==> config.mk <==
export PLATFORM = sky130hd
export DESIGN_NAME = seg_scan_ctrl
export DESIGN_NICKNAME = d
export VERILOG_FILES = /design/src/rtl/seg_scan_ctrl.sv
export SDC_FILE = /design/constraint.sdc
export NUM_CORES = 1
export LEC_CHECK = 0
export ABC_AREA = 0
export BUFFER_PORTS_ARGS = -buffer_cell sky130_fd_sc_hd__buf_2
export CAP_MARGIN = 25
export CORE_ASPECT_RATIO = 2
export CORE_MARGIN = 1.5
export CORE_UTILIZATION = 60
export CTS_CLUSTER_DIAMETER = 100
export DETAILED_ROUTE_END_ITERATION = 16
export PLACE_DENSITY_LB_ADDON = 0.25
export SLEW_MARGIN = 20
export SYNTH_ARGS = -nofsm -noshare
export SYNTH_HDL_FRONTEND = slang
export SYNTH_SLANG_ARGS = --single-unit
export TNS_END_PERCENT = 30
==> constraint.sdc <==
create_clock -name clk -period 7.8 [get_ports clk]
set_clock_uncertainty 0.05 [all_clocks]
set_input_delay 1.17 -clock clk [delete_from_list [all_inputs] [get_ports clk]]
set_output_delay 1.17 -clock clk [all_outputs]
set_load 0.01 [all_outputs]
==> src/rtl/seg_scan_ctrl.sv <==
// rtl/seg_scan_ctrl.sv - round-robin 7-segment scan controller sharing one external decoder
// Per-digit code file, blank-then-lit slot timing, registered pins driven from next-state.
module seg_scan_ctrl #(
    parameter int         NUM_DIGITS   = 8,
    parameter int         AW           = 3,
    parameter int         DIV_CYCLES   = 1000,
    parameter int         BLANK_CYCLES = 50,
    parameter logic [6:0] BLANK_SEG    = 7'b1111111
) (
    input  logic                  clk,
    input  logic                  rst_n,
    input  logic                  scan_en,
    input  logic                  wr_en,
    input  logic [AW-1:0]         wr_addr,
    input  logic [2:0]            wr_data,
    input  logic [NUM_DIGITS-1:0] digit_mask,
    output logic [2:0]            dec_code,
    input  logic [6:0]            dec_seg,
    output logic [6:0]            seg_out,
    output logic [NUM_DIGITS-1:0] digit_en_n,
    output logic [AW-1:0]         cur_digit,
    output logic                  frame_done
);

    localparam int CW = (DIV_CYCLES > 2) ? $clog2(DIV_CYCLES) : 1;

    typedef enum logic [1:0] {S_IDLE, S_BLANK, S_ON} state_t;

    state_t                r_state;
    logic [CW-1:0]         r_cnt;
    logic [AW-1:0]         r_cur_digit;
    logic [2:0]            r_code [NUM_DIGITS];
    logic [2:0]            r_dec_code;
    logic                  r_mask_q;
    logic [6:0]            r_seg_out;
    logic [NUM_DIGITS-1:0] r_digit_en_n;
    logic                  r_frame_done;

    state_t                w_state_nxt;
    logic [CW-1:0]         w_cnt_nxt;
    logic [AW-1:0]         w_digit_nxt;
    logic                  w_latch;
    logic                  w_frame_end;
    logic [2:0]            w_code_sel;
    logic                  w_mask_sel;
    logic [6:0]            w_seg_nxt;
    logic [NUM_DIGITS-1:0] w_en_nxt;

    always_ff @(posedge clk) begin
        if (!rst_n) begin
            r_state     <= S_IDLE;
            r_cnt       <= '0;
            r_cur_digit <= '0;
        end else begin
            r_state     <= w_state_nxt;
            r_cnt       <= w_cnt_nxt;
            r_cur_digit <= w_digit_nxt;
        end
    end

    // Dropping scan_en overrides everything; cur_digit is held so the slot restarts later.
    always_comb begin
        w_state_nxt = r_state;
        w_cnt_nxt   = r_cnt;
        w_digit_nxt = r_cur_digit;
        w_latch     = 1'b0;
        w_frame_end = 1'b0;
        if (!scan_en) begin
            w_state_nxt = S_IDLE;
            w_cnt_nxt   = '0;
        end else begin
            case (r_state)
                S_IDLE: begin
                    w_state_nxt = S_BLANK;
                    w_cnt_nxt   = '0;
                    w_latch     = 1'b1;
                end
                S_BLANK: begin
                    w_cnt_nxt = r_cnt + 1'b1;
                    if (r_cnt == CW'(BLANK_CYCLES - 1)) begin
                        w_state_nxt = S_ON;
                    end
                end
                S_ON: begin
                    if (r_cnt == CW'(DIV_CYCLES - 1)) begin
                        w_state_nxt = S_BLANK;
                        w_cnt_nxt   = '0;
                        w_latch     = 1'b1;
                        w_frame_end = (r_cur_digit == AW'(NUM_DIGITS - 1));
                        w_digit_nxt = w_frame_end ? '0 : r_cur_digit + 1'b1;
                    end else begin
                        w_cnt_nxt = r_cnt + 1'b1;
                    end
                end
                default: begin
                    w_state_nxt = S_IDLE;
                    w_cnt_nxt   = '0;
                end
            endcase
        end
    end

    always_comb begin
        w_code_sel = '0;
        w_mask_sel = 1'b0;
        w_seg_nxt  = BLANK_SEG;
        w_en_nxt   = '1;
        for (int i = 0; i < NUM_DIGITS; i++) begin
            if (w_digit_nxt == AW'(i)) begin
                w_code_sel = r_code[i];
                w_mask_sel = digit_mask[i];
            end
        end
        if (w_state_nxt == S_ON) begin
            w_seg_nxt = dec_seg;
            for (int i = 0; i < NUM_DIGITS; i++) begin
                if (w_digit_nxt == AW'(i)) begin
                    w_en_nxt[i] = ~r_mask_q;
                end
            end
        end
    end

    // Slot latch reads the code file before this edge's write lands.
    always_ff @(posedge clk) begin
        if (!rst_n) begin
            for (int i = 0; i < NUM_DIGITS; i++) begin
                r_code[i] <= '0;
            end
            r_dec_code   <= '0;
            r_mask_q     <= 1'b0;
            r_seg_out    <= BLANK_SEG;
            r_digit_en_n <= '1;
            r_frame_done <= 1'b0;
        end else begin
            for (int i = 0; i < NUM_DIGITS; i++) begin
                if (wr_en && (wr_addr == AW'(i))) begin
                    r_code[i] <= wr_data;
                end
            end
            if (w_latch) begin
                r_dec_code <= w_code_sel;
                r_mask_q   <= w_mask_sel;
            end
            r_seg_out    <= w_seg_nxt;
            r_digit_en_n <= w_en_nxt;
            r_frame_done <= w_frame_end;
        end
    end

    assign dec_code   = r_dec_code;
    assign seg_out    = r_seg_out;
    assign digit_en_n = r_digit_en_n;
    assign cur_digit  = r_cur_digit;
    assign frame_done = r_frame_done;

endmodule

# Yosys cells after proc, flatten, opt, wreduce, memory -nomap -nowiden

Memories as Yosys holds them, arrays and structs flattened.
Cells that the tools add are included.

Register bits after elaboration: 35
Memories: 1
Bits of input ports: 25
Memory bits (writable): 24
Logic and storage cells: 131
Output and inout bits: 22

Equality and inequality tests: 20
Add/sub/neg operators: 2
Bitwise gates (word level): 9
Reduce and logical (&&, ||, !) cells: 22
Multiplexer cells: 62

Memory list:

| memory | words | bits a word | read ports | clocked after Yosys merged registers in | write ports | RTL line | text |
|---|---|---|---|---|---|---|---|
| r_code | 8     | 3           | 8          | 0                                       | 8           | 32       | `logic [2:0] r_code [NUM_DIGITS];` |

Operators with widths:

| operator              | number |
|---|---|
| $mux 3                | 20 |
| $mux 1                | 35 |
| $eq 3x3->1 const B    | 9 |
| $reduce_and 3->1      | 8 |
| $pmux 10 s2           | 1 |
| $eq 3x2->1 const B    | 4 |
| $add 10x1->10 const B | 1 |
| $eq 10x10->1 const B  | 1 |
| $eq 10x6->1 const B   | 1 |
| $mux 10               | 1 |
| $logic_and 1x1->1     | 8 |
| $or 1x1->1            | 8 |
| $eq 3x1->1 const B    | 2 |
| $logic_not 3->1       | 2 |
| $mux 2                | 3 |
| $pmux 2 s3            | 1 |
| $eq 2x2->1 const B    | 2 |
| $reduce_and 2->1      | 2 |
| $reduce_and 4->1      | 1 |
| $add 3x1->3 const B   | 1 |
| $eq 2x1->1 const B    | 1 |
| $logic_not 2->1       | 1 |
| $pmux 1 s2            | 1 |
| $not 1->1             | 1 |

# Longest topological paths before layout

Depth after elaboration: 14
Gate-level depth with buffers: 11

# Worst setup path after synthesis

Ideal clock, no wire load.

Path kind: input to register
Start point: in scan_en
End point: reg r_dec_code[0], in the netlist dec_code[0]
Arrival: 2688 ps
Data required time: 7618 ps
Stages: 6
Slack: 4929 ps
Path through: nand2_1 > nor4_4 > mux2i_1 > nor2_2 > a311oi_1 > a211oi_2

Longest elaborated chain between the ends: 10
Elaborated cells between the ends (all ways): 18
Those cells by class: eq/ne: 7; mux: 10; reduce/logical: 1

Ends and longest elaborated chain:

| what                   | RTL line | text |
|---|---|---|
| start: declaration     | 12       | `input logic scan_en,` |
| $mux 3                 | 68       | `if (!scan_en) begin` |
| $logic_not 3->1        | 109      | `if (w_digit_nxt == AW'(i)) begin` |
| $mux 3 (8 in a row)    | 109      |  |
| end signal: assignment | 142      | `r_dec_code <= w_code_sel;` |
| end: declaration       | 33       | `logic [2:0] r_dec_code;` |

Parallel ways exist; a longest one is shown, timed or not.
A chain may end at the register's enable or synchronous reset.

# Worst setup path after layout

Same ends and word-level chain as after synthesis.

==> metrics.txt <==
largest area contributor in the netlist=edfxtp_1; Mapped Nets=302; die area=4980 um^2; CTS Buffer Depth=2; Via density=5.71; Die X=50.6 um; min Tclk post-route=2.98 ns; gr busiest metal=met2; Clock Pin Slew Worst Setup and Hold Paths=0.07 ns; clk sinks=59; Worst setup SP type=input port; top-count cell post-synth=nor2_1; setup bufs post-CTS=0; worst-path cell chain=buf_2 -> nand2_1 -> nor4_4 -> mux2i_1 -> nor2_2 -> a311oi_1 -> a211oi_2; post-synthesis sequential element count=59; register area share after synthesis=0.522; GRT met2 Usage=0.462; post-synth design cell area=2720 um^2; Syn Inst Count=269; FP Rows=34; P_sw=0.143 mW; Crit path required time=7.96 ns; met3 Track Usage GR=0.0673; origin of the worst setup path=scan_en; largest stage delay on the critical path=0.68 ns; final setup fails=0; dominant synthesized flop cell=dfxtp_1; 1st-pass router iterations=5; met1 Resource Use GR=0.243; post-route design area=3160 um^2; core area=4340 um^2; share of layout cells above drive strength 1=0.237; Synth top area share=0.265; kind of critical path=in -> reg; outcome=completed; Worst setup EP type=register; CTS Buf Count=9; ys async rst share=0; initial antenna violation count=0; Final HPWL DP=4370 um; Post-Route Setup TNS=0 ns; Worst Hold Launch=r_cnt[0]$_SDFF_PN0_; GR Util All Layers=0.260; Final Hold Vio Count=0; Starting Density=0.628; Iter 0 DRT Violations=74; Post-CTS Resized=0; Comb pwr share=0.048; GP Congestion=0.872; area grow syn2layout=15.8%; vias in the first global route=2099; RSZ-0062 raised after global routing=no; root buffer cell=clkbuf_8; CTS tree=yes; synth cell count leaders=nor2_1 (43), dfxtp_1 (35), nand2_1 (28); maximum VDD drop=0.000228 V; worst min path class=reg -> reg; first-pass GRT wire length=9400 um; Slew Limit Fails=0; period utilization=0.382; fin nets=349; Port Buffers=46; Distinct cells, synth=49; wire per inst=15.4 um; Leakage=1.18 nW; Post-Syn Area per Cell=10.1 um^2; share of total power in the clock network=0.418; DIE HEIGHT=98.3 um; CTS Hold Bufs=0; Post-synth EDFFs=24; I/O pin cnt=47; H-tree Lvls=3; Detailed Route WL=5780 um; via count=2141; Reg2Reg Launch Point=r_cnt[0]$_SDFF_PN0_; slowest CP cell=mux2i_1; Max-Cap Viols=0; relative slew slack=0.508; DP Area=2960 um^2; worst skew pair latency=0.34 ns; CP arrival=3.14 ns; Seq pwr share=0.534; DRT antenna net count=0; Int Pwr=0.486 mW; top post-synthesis cells by area=edfxtp_1 (26%), dfxtp_1 (26%), nor2_1 (5.9%), nand3_1 (4.2%), nand2_1 (3.9%); warning count from the yosys run=0; Switching Share=0.227; critical path peak fanout=9; final core occ=0.727; Cell Pwr Density=199 nW/um^2; antenna diode count=0; global route total overflow=0; fmax=336 MHz; largest net degree at the start of global routing=21; Worst Tran Pin Value=0.717 ns; DRC violations left=0
power by group through the flow:
stage / combinational (mW) / clock (mW) / sequential, mW
final: 0.0304 / 0.263 / 0.336
after global routing: 0.0336 / 0.283 / 0.337
after CTS: 0.0302 / 0.267 / 0.336
after detailed placement: 0.0300 / 0 / 0.343
after global placement: 0.0294 / 0 / 0.342
after floorplan: 0.0177 / 0 / 0.341
metrics by stage:
step / power [mW] / hold WS (ns) / setup slack (ns) / cells
floorplan: 0.358 / 0.384 / 4.93 / 269
global placement: 0.371 / 0.400 / 4.58 / 359
detailed placement: 0.373 / 0.412 / 4.50 / 359
CTS: 0.633 / 0.428 / 4.86 / 375
global route: 0.653 / 0.474 / 4.66 / 375
finish: 0.629 / 0.426 / 4.82 / 375
sequential cells by signal, indices dropped and copies added, names as in the netlist:
| register | flops |
|---|---|
| frame_done | 1 |
| digit_en_n | 8 |
| dec_code | 3 |
| r_mask_q | 1 |
| seg_out | 7 |
| r_cnt | 10 |
| r_code | 24 |
| r_state | 2 |
| cur_digit | 3 |
layout make-up:
cell class	instances	area, um^2
Multi-Input combinational cell	191	1210
Clock inverter	5	31.3
Tap cell	54	67.6
Inverter	9	33.8
Sequential cell	59	1420
Clock buffer	11	163
Timing Repair Buffer	46	230
Fill cell	343	1180
cells in the final DEF, fill, tap and decap left out, types with 2 or more instances in the layout:
| cell type | netlist | final |
|---|---|---|
| o32ai_1 | 3 | 3 |
| nor3b_1 | 2 | 2 |
| mux2_4 | 2 | 2 |
| dfxtp_1 | 35 | 35 |
| nand4_1 | 12 | 12 |
| clkbuf_8 | 0 | 10 |
| nand2_1 | 28 | 28 |
| a22oi_1 | 3 | 3 |
| o211ai_1 | 3 | 3 |
| o21ai_0 | 3 | 3 |
| xnor2_1 | 4 | 4 |
| edfxtp_1 | 24 | 24 |
| inv_1 | 9 | 9 |
| xor2_1 | 4 | 4 |
| nor2_1 | 43 | 43 |
| inv_4 | 0 | 3 |
| nor3_1 | 3 | 3 |
| ha_1 | 8 | 8 |
| mux2i_1 | 7 | 7 |
| a31oi_1 | 5 | 5 |
| nand3_1 | 23 | 23 |
| nand2b_1 | 10 | 10 |
| buf_2 | 3 | 46 |
| a21oi_1 | 3 | 3 |
| o21ai_1 | 2 | 2 |
| nor2b_1 | 2 | 2 |
metal layers:
metal  up-vias  wire length, um
met5         -                0
met1       985             1940
met4         0              312
met2        73             3310
li1       1060                -
met3        23              223
cell families (layout without fill, tap and decap cells):
family,Yosys count,in the layout,synth area share
adder cells (fa/ha/maj),8,8,0.0367
AND/OR/NAND/NOR,136,136,0.253
flip-flops,59,59,0.522
buffers and inverters,19,71,0.0344
multiplexers,9,9,0.0367
AO/OA/AOI/OAI,30,30,0.0919
XOR/XNOR,8,8,0.0257
worst max-delay path, delay by kind of cell:
family,cells,cell delay (ns)
AOI/OAI and AO/OA,2,0.44
buffers and inverters,1,0.14
muxes,1,0.68
and+or+nand+nor,3,0.70
path summary, 6_finish.rpt:
kind | to | slack [ns] | cells after the start
worst max register to register | dec_code[0]$_SDFFE_PN0P_ | 4.96 | 7
worst min register to register | r_cnt[0]$_SDFF_PN0_ | 0.43 | 1
worst min-delay path | r_cnt[0]$_SDFF_PN0_ | 0.43 | 1
worst max-delay path | dec_code[0]$_SDFFE_PN0P_ | 4.82 | 7
(Power assumes the default switching activity.)
